==> src/rtl/rvfi_compare_pkg.sv <==
// Shared types for the RVFI retirement comparator.
// Entry fields are sized for the widest supported XLEN (64).
package rvfi_compare_pkg;

  localparam int XLEN_MAX = 64;

  localparam int F_PC       = 0;
  localparam int F_INSN     = 1;
  localparam int F_RD_ADDR  = 2;
  localparam int F_RD_WDATA = 3;
  localparam int F_TRAP     = 4;
  localparam int NFIELDS    = 5;

  typedef struct packed {
    logic [XLEN_MAX-1:0] pc;
    logic [31:0]         insn;
    logic [4:0]          rd_addr;
    logic [XLEN_MAX-1:0] rd_wdata;
    logic                trap;
  } rvfi_entry_t;

  typedef enum logic {
    ST_RUN   = 1'b0,
    ST_ERROR = 1'b1
  } state_t;

endpackage

==> src/rtl/rvfi_compare_fifo.sv <==
// Retirement FIFO; a push on a full FIFO succeeds only
// when a pop frees a slot in the same cycle.
module rvfi_compare_fifo
  import rvfi_compare_pkg::*;
#(
  parameter int  DEPTH = 8,
  parameter type T     = rvfi_entry_t
) (
  input  logic clk_i,
  input  logic rst_i,
  input  logic push_i,
  input  logic pop_i,
  input  T     data_i,
  output T     data_o,
  output logic empty_o,
  output logic full_o,
  output logic drop_o
);

  localparam int AW = $clog2(DEPTH);

  T             r_mem [DEPTH];
  logic [AW:0]  r_wptr;
  logic [AW:0]  r_rptr;
  logic         w_wr;
  logic         w_rd;

  assign empty_o = (r_wptr == r_rptr);
  assign full_o  = (r_wptr[AW] != r_rptr[AW]) &&
                   (r_wptr[AW-1:0] == r_rptr[AW-1:0]);

  assign w_rd   = pop_i && !empty_o;
  assign w_wr   = push_i && (!full_o || w_rd);
  assign drop_o = push_i && !w_wr;
  assign data_o = r_mem[r_rptr[AW-1:0]];

  always_ff @(posedge clk_i) begin
    if (rst_i) begin
      r_wptr <= '0;
      r_rptr <= '0;
    end else begin
      if (w_wr) r_wptr <= r_wptr + (AW+1)'(1);
      if (w_rd) r_rptr <= r_rptr + (AW+1)'(1);
    end
  end

  always_ff @(posedge clk_i) begin
    if (w_wr) r_mem[r_wptr[AW-1:0]] <= data_i;
  end

endmodule

==> src/rtl/rvfi_compare.sv <==
// Lock-step RVFI retirement comparator (DUT vs reference).
// Optional: RVFI_COMPARE_TRAP_CHECK_EN enables trap comparison.
module rvfi_compare
  import rvfi_compare_pkg::*;
#(
  parameter int XLEN    = 32,
  parameter int DEPTH   = 8,
  parameter int TIMEOUT = 1000
) (
  input  logic            clk_i,
  input  logic            rst_i,
  input  logic            dut_valid_i,
  input  logic [XLEN-1:0] dut_pc_i,
  input  logic [31:0]     dut_insn_i,
  input  logic [4:0]      dut_rd_addr_i,
  input  logic [XLEN-1:0] dut_rd_wdata_i,
  input  logic            dut_trap_i,
  input  logic            ref_valid_i,
  input  logic [XLEN-1:0] ref_pc_i,
  input  logic [31:0]     ref_insn_i,
  input  logic [4:0]      ref_rd_addr_i,
  input  logic [XLEN-1:0] ref_rd_wdata_i,
  input  logic            ref_trap_i,
  output logic            mismatch_o,
  output logic [4:0]      mismatch_field_o,
  output logic [31:0]     match_count_o,
  output logic            overflow_o,
  output logic            timeout_o,
  output logic            error_o
);

  localparam int TW = $clog2(TIMEOUT + 1);

  state_t          r_state;
  state_t          w_state_nxt;
  rvfi_entry_t     w_dut_in;
  rvfi_entry_t     w_ref_in;
  rvfi_entry_t     w_dut_hd;
  rvfi_entry_t     w_ref_hd;
  logic            w_dut_empty;
  logic            w_ref_empty;
  logic            w_dut_full;
  logic            w_ref_full;
  logic            w_dut_drop;
  logic            w_ref_drop;
  logic            w_pop;
  logic            w_both_trap;
  logic [4:0]      w_diff;
  logic            w_mis;
  logic            w_ovf;
  logic            w_tmo;
  logic            w_one_side;
  logic [TW-1:0]   w_tcnt_nxt;
  logic            r_mismatch;
  logic [4:0]      r_field;
  logic [31:0]     r_match_cnt;
  logic            r_overflow;
  logic            r_timeout;
  logic [TW-1:0]   r_tcnt;

  always_comb begin
    w_dut_in          = '0;
    w_dut_in.pc       = XLEN_MAX'(dut_pc_i);
    w_dut_in.insn     = dut_insn_i;
    w_dut_in.rd_addr  = dut_rd_addr_i;
    w_dut_in.rd_wdata = XLEN_MAX'(dut_rd_wdata_i);
    w_dut_in.trap     = dut_trap_i;
    w_ref_in          = '0;
    w_ref_in.pc       = XLEN_MAX'(ref_pc_i);
    w_ref_in.insn     = ref_insn_i;
    w_ref_in.rd_addr  = ref_rd_addr_i;
    w_ref_in.rd_wdata = XLEN_MAX'(ref_rd_wdata_i);
    w_ref_in.trap     = ref_trap_i;
  end

  assign w_pop = (r_state == ST_RUN) &&
                 !w_dut_empty && !w_ref_empty;

  rvfi_compare_fifo #(
    .DEPTH (DEPTH),
    .T     (rvfi_entry_t)
  ) u_dut_fifo (
    .clk_i   (clk_i),
    .rst_i   (rst_i),
    .push_i  (dut_valid_i),
    .pop_i   (w_pop),
    .data_i  (w_dut_in),
    .data_o  (w_dut_hd),
    .empty_o (w_dut_empty),
    .full_o  (w_dut_full),
    .drop_o  (w_dut_drop)
  );

  rvfi_compare_fifo #(
    .DEPTH (DEPTH),
    .T     (rvfi_entry_t)
  ) u_ref_fifo (
    .clk_i   (clk_i),
    .rst_i   (rst_i),
    .push_i  (ref_valid_i),
    .pop_i   (w_pop),
    .data_i  (w_ref_in),
    .data_o  (w_ref_hd),
    .empty_o (w_ref_empty),
    .full_o  (w_ref_full),
    .drop_o  (w_ref_drop)
  );

  // Both-trapped retirements carry no meaningful rd write.
  always_comb begin
    w_both_trap        = 1'b0;
    w_diff             = '0;
    w_diff[F_PC]       = w_dut_hd.pc != w_ref_hd.pc;
    w_diff[F_INSN]     = w_dut_hd.insn != w_ref_hd.insn;
`ifdef RVFI_COMPARE_TRAP_CHECK_EN
    w_both_trap        = w_dut_hd.trap && w_ref_hd.trap;
    w_diff[F_TRAP]     = w_dut_hd.trap != w_ref_hd.trap;
`endif
    w_diff[F_RD_ADDR]  = !w_both_trap &&
      (w_dut_hd.rd_addr != w_ref_hd.rd_addr);
    w_diff[F_RD_WDATA] = !w_both_trap &&
      !((w_dut_hd.rd_addr == 5'd0) &&
        (w_ref_hd.rd_addr == 5'd0)) &&
      (w_dut_hd.rd_wdata != w_ref_hd.rd_wdata);
  end

`ifndef RVFI_COMPARE_TRAP_CHECK_EN
  logic w_unused_trap;
  assign w_unused_trap = w_dut_hd.trap ^ w_ref_hd.trap;
`endif

  logic w_unused_full;
  assign w_unused_full = w_dut_full ^ w_ref_full;

  assign w_mis      = w_pop && (w_diff != '0);
  assign w_ovf      = w_dut_drop || w_ref_drop;
  assign w_one_side = w_dut_empty ^ w_ref_empty;

  always_comb begin
    w_tcnt_nxt = r_tcnt;
    if (r_state == ST_RUN) begin
      if (!w_one_side)
        w_tcnt_nxt = '0;
      else if (r_tcnt != TW'(TIMEOUT))
        w_tcnt_nxt = r_tcnt + TW'(1);
    end
  end

  assign w_tmo = (r_state == ST_RUN) &&
                 (w_tcnt_nxt == TW'(TIMEOUT));

  always_comb begin
    w_state_nxt = r_state;
    unique case (r_state)
      ST_RUN:   if (w_mis || w_ovf || w_tmo)
                  w_state_nxt = ST_ERROR;
      ST_ERROR: w_state_nxt = ST_ERROR;
      default:  w_state_nxt = ST_RUN;
    endcase
  end

  always_ff @(posedge clk_i) begin
    if (rst_i) r_state <= ST_RUN;
    else       r_state <= w_state_nxt;
  end

  always_ff @(posedge clk_i) begin
    if (rst_i) begin
      r_mismatch  <= 1'b0;
      r_field     <= '0;
      r_match_cnt <= '0;
      r_overflow  <= 1'b0;
      r_timeout   <= 1'b0;
      r_tcnt      <= '0;
    end else begin
      r_mismatch <= w_mis;
      r_tcnt     <= w_tcnt_nxt;
      if (w_pop) r_field <= w_diff;
      if (w_pop && (w_diff == '0) &&
          (r_match_cnt != 32'hFFFF_FFFF))
        r_match_cnt <= r_match_cnt + 32'd1;
      if (w_ovf) r_overflow <= 1'b1;
      if (w_tmo) r_timeout  <= 1'b1;
    end
  end

  assign mismatch_o       = r_mismatch;
  assign mismatch_field_o = r_field;
  assign match_count_o    = r_match_cnt;
  assign overflow_o       = r_overflow;
  assign timeout_o        = r_timeout;
  assign error_o          = (r_state == ST_ERROR);

endmodule
==> config.mk <==
export PLATFORM = sky130hd
export DESIGN_NAME = rvfi_compare
export DESIGN_NICKNAME = d
export VERILOG_FILES = /design/src/rtl/rvfi_compare_pkg.sv /design/src/rtl/rvfi_compare_fifo.sv /design/src/rtl/rvfi_compare.sv
export SDC_FILE = /design/constraint.sdc
export NUM_CORES = 1
export LEC_CHECK = 0
export CAP_MARGIN = 25
export CELL_PAD_IN_SITES_DETAIL_PLACEMENT = 1
export CELL_PAD_IN_SITES_GLOBAL_PLACEMENT = 2
export CORE_ASPECT_RATIO = 0.6
export CORE_MARGIN = 4
export CORE_UTILIZATION = 40
export DETAILED_ROUTE_END_ITERATION = 12
export PLACE_DENSITY = 0.67
export SYNTH_ARGS = -nofsm -noshare
export SYNTH_HDL_FRONTEND = slang
export SYNTH_SLANG_ARGS = --single-unit
export TNS_END_PERCENT = 20
==> constraint.sdc <==
create_clock -name clk_i -period 10.6 [get_ports clk_i]
set_clock_uncertainty 0.15 [all_clocks]
set_input_delay 1.59 -clock clk_i [delete_from_list [all_inputs] [get_ports clk_i]]
set_output_delay 1.59 -clock clk_i [all_outputs]
set_load 0.1 [all_outputs]
==> flow_metrics.env <==
export IMPL_fmax_ghz=0.153
export IMPL_synth_xor_area_share_pct=1.73
export IMPL_r2r_end="match_count_o[30]$_SDFFE_PP0P_"
export IMPL_whs_endpoint="timeout_o$_SDFFE_PP0P_"
export IMPL_synth_cells=2990
export IMPL_p_sw_uw=3650
export IMPL_vias=29700
export IMPL_pwr_share_seq_pct=50.1
export IMPL_ys_seq_area_share_pct=77.0
export IMPL_grt_pass1_wl_mm=223
export IMPL_core_area_um2=161000
export IMPL_synth_simple_area_share_pct=2.74
export IMPL_final_nets=3532
export IMPL_cts_buffers=163
export IMPL_cts_tree="done"
export IMPL_io_pins=249
export IMPL_clkPwrFrac_pct=36.7
export IMPL_cts_resized=0
export IMPL_async_flop_share_pct=0
export IMPL_gp_congestion=0.727
export IMPL_worst_pin_slew_ns=1.04
export IMPL_drtIter0Drc=2161
export IMPL_dp_hpwl_mm=90.2
export IMPL_vdd_drop_max_mv=0.143
export IMPL_reg2reg_depth=11
export IMPL_fillCellCount=14600
export IMPL_synth_ff_type="edfxtp_1"
export IMPL_insertion_delay_ns=0.77
export IMPL_synth_distinct_cells=46
export IMPL_post_drt_wl_per_cell_um=27.3
export IMPL_min_period_ns=6.53
export IMPL_dieArea_um2=169000
export IMPL_first_global_vias=32100
export IMPL_crit_path_max_fanout=59
export IMPL_synth_compound_area_share_pct=0.692
export IMPL_drc=0
export IMPL_synthAdderAreaFrac_pct=0.135
export IMPL_totalPowerFinal_uw=15100
export IMPL_swShare_pct=24.1
export IMPL_p_leak_uw=0.0230
export IMPL_comb_power_share_pct=13.2
export IMPL_clockRootBuffer="clkbuf_16"
export IMPL_power_internal_uw=11500
export IMPL_min_path_type="flip-flop to flip-flop"
export IMPL_routed_wirelength_mm=153
export IMPL_drive_gt1_share_pct=20.4
export IMPL_cts_reportedPaths_clkPinSlew_ns=0.06
export IMPL_grt_max_degree=118
export IMPL_track_usage_pct=18.0
export IMPL_cts_sinks=1688
export IMPL_ys_ff_latch=1688
export IMPL_endpoint_kind="flip-flop"
export IMPL_fin_crit_sh_pct=61.6
export IMPL_netlist_area_um2=64900
export IMPL_p_per_area_nw_per_um2=201
export IMPL_startpoint_type="flip-flop"
export IMPL_outcome="finished clean"
export IMPL_ant_nets=0
export IMPL_overflow=0
export IMPL_post_cts_setup_buffer_count=0
export IMPL_synth_nets=3205
export IMPL_rows=114
export IMPL_cp_arrival_ns=7.08
export IMPL_synth_edff_count=1616
export IMPL_setup_viol=0
export IMPL_htreeDepth=4
export IMPL_synthToLayoutAreaGrowth_pct=15.6
export IMPL_via_per_inst=5.31
export IMPL_synth_top_family_by_area="multiplexers"
export IMPL_tns_ns=0
export IMPL_min_delay_start="timeout_o$_SDFFE_PP0P_"
export IMPL_die_w_um=528
export IMPL_grt_antenna_before_repair=39
export IMPL_hold_violations=0
export IMPL_drt_first_pass_iters=7
export IMPL_rsz0062_at_grt="no"
export IMPL_yosys_warnings=0
export IMPL_cts_hold_buf=0
export IMPL_clk_path_buf_depth=4
export IMPL_hold_ws_ns=0.311
export IMPL_relSlewSlack_pct=30.4
export IMPL_required_ns=11.15
export IMPL_io_buffers=245
export IMPL_slew_viol_final=0
export IMPL_hold_path_depth=2
export IMPL_die_y_um=320
export IMPL_cap_viol_max_count=0
export IMPL_initial_utilization_pct=40.3
export IMPL_critPathKind="flip-flop to flip-flop"
export IMPL_syn_area_per_cell_um2=21.7
export IMPL_r2r_slack_ns=4.07
export IMPL_synthMuxAreaShare_pct=16.6
-- registers in the layout, indices dropped and copies added, names as in the netlist, named ones only --
register,flops
u_dut_fifo.r_mem,808
u_ref_fifo.r_rptr,4
error_o,1
u_dut_fifo.r_rptr,4
match_count_o,32
u_dut_fifo.r_wptr,4
mismatch_field_o,4
overflow_o,1
r_tcnt,10
mismatch_o,1
timeout_o,1
u_ref_fifo.r_wptr,4
u_ref_fifo.r_mem,808
-- layout by cell type (no fill, tap or decap), types with 5 or more instances in the layout --
| master | netlist | routed |
|---|---|---|
| and3_1 | 12 | 12 |
| clkinv_1 | 0 | 37 |
| diode_2 | 0 | 19 |
| nand2b_1 | 29 | 29 |
| nor4_1 | 11 | 10 |
| nor2_1 | 58 | 46 |
| clkinv_2 | 0 | 28 |
| nand4_1 | 29 | 29 |
| a22oi_1 | 7 | 7 |
| clkbuf_16 | 0 | 167 |
| bufinv_16 | 0 | 12 |
| edfxtp_1 | 1616 | 1616 |
| nor3_1 | 15 | 10 |
| nand3_1 | 22 | 22 |
| a21oi_1 | 34 | 34 |
| xnor2_1 | 74 | 74 |
| dfxtp_4 | 0 | 5 |
| ha_1 | 7 | 7 |
| o21ai_0 | 28 | 28 |
| mux4_2 | 396 | 396 |
| nor2b_1 | 11 | 11 |
| mux2i_1 | 183 | 183 |
| buf_4 | 21 | 49 |
| inv_1 | 8 | 8 |
| clkbuf_1 | 43 | 28 |
| nor3_2 | 0 | 5 |
| xor2_1 | 54 | 54 |
| dfxtp_1 | 72 | 66 |
| nand2_1 | 124 | 124 |
| nor2_4 | 0 | 12 |
| clkdlybuf4s50_1 | 0 | 244 |
| or3_1 | 29 | 29 |
-- cell type report --
cell class / count / area [um2] / area share [%]
antenna: 19 / 47.5 / 0.0634
clock buffer: 196 / 4300 / 5.73
clock inverter: 87 / 711 / 0.947
inverter: 9 / 36.3 / 0.0484
multi-input combinational: 1155 / 14300 / 19.1
sequential: 1688 / 50000 / 66.6
tap: 2146 / 2690 / 3.58
timing repair buffer: 300 / 2950 / 3.93
-- how the worst max path moves through the flow --
stage | start | to | slack [ns] | cells after the start
6_report | flip-flop | match_count_o[30]$_SDFFE_PP0P_ | 4.07 | 11
5_1_grt | flip-flop | match_count_o[30]$_SDFFE_PP0P_ | 3.66 | 12
4_1_cts | flip-flop | match_count_o[30]$_SDFFE_PP0P_ | 3.92 | 11
3_5_place_dp | flip-flop | match_count_o[30]$_SDFFE_PP0P_ | 3.94 | 11
3_3_place_gp | flip-flop | match_count_o[30]$_SDFFE_PP0P_ | 4.05 | 11
2_1_floorplan | ref_valid_i | u_ref_fifo.r_mem[0][100]$_DFFE_PP_ | 0.91 | 3
-- cells by family after synthesis --
group,after synthesis
muxes,580
DFF,1688
other,1
buffers and inverters,147
AOI/OAI and AO/OA,80
xor gates and xnor gates,128
and+or+nand+nor,359
adders and majority gates,7
-- cell usage after synthesis (8+ instances only) --
master,number,share of area [%]
a21oi_1,34,0.26
and3_1,12,0.12
buf_1,12,0.069
buf_2,59,0.46
buf_4,21,0.24
clkbuf_1,43,0.25
dfxtp_1,72,2.2
edfxtp_1,1616,75
inv_1,8,0.046
mux2i_1,183,2.8
mux4_2,396,14
nand2_1,124,0.72
nand2b_1,29,0.28
nand3_1,22,0.17
nand4_1,29,0.28
nor2_1,58,0.34
nor2b_1,11,0.11
nor3_1,15,0.12
nor4_1,11,0.11
o21ai_0,28,0.22
or3_1,29,0.28
xnor2_1,74,1.0
xor2_1,54,0.73
-- through the flow --
step	instances	worst slack [ns]	util, %	area (um2)
2_1_floorplan	2990	0.906	-	64900
3_3_place_gp	5296	4.05	43.4	69900
3_5_place_dp	5296	3.94	43.4	69900
4_1_cts	5579	3.92	46.5	74900
5_1_grt	5592	3.66	46.5	75000
6_report	5600	4.07	46.6	75000
-- worst max-delay path, cell delays in order (launching register included) --
cell and delay [ns]:
dfxtp_4 0.88, buf_4 0.69, nor2b_1 0.45, a22oi_1 0.18, and3_1 0.20, or4b_1 0.48
or4_1 0.61, nor4_2 0.77, nand3_1 0.39, or4_4 0.89, or4_1 0.55, a21oi_1 0.16
-- power groups by stage --
stage          registers, uW  clock network (uW)  logic (uW)
6_report                7570                5540        1990
5_1_grt                 7590                6030        2160
4_1_cts                 7580                5720        2070
3_5_place_dp            7720                   0        2060
3_3_place_gp            7710                   0        2020
2_1_floorplan           7730                   0        1290
-- layer usage --
layer / wire length (um) / up-vias / GRT usage, %
li1: - / 13000 / -
met1: 62300 / 15900 / 23.4
met2: 79300 / 561 / 31.1
met3: 7800 / 224 / 3.78
met4: 3210 / 18 / 4.55
met5: 118 / - / 0
Note: power is estimated with default switching activity, not from simulation.
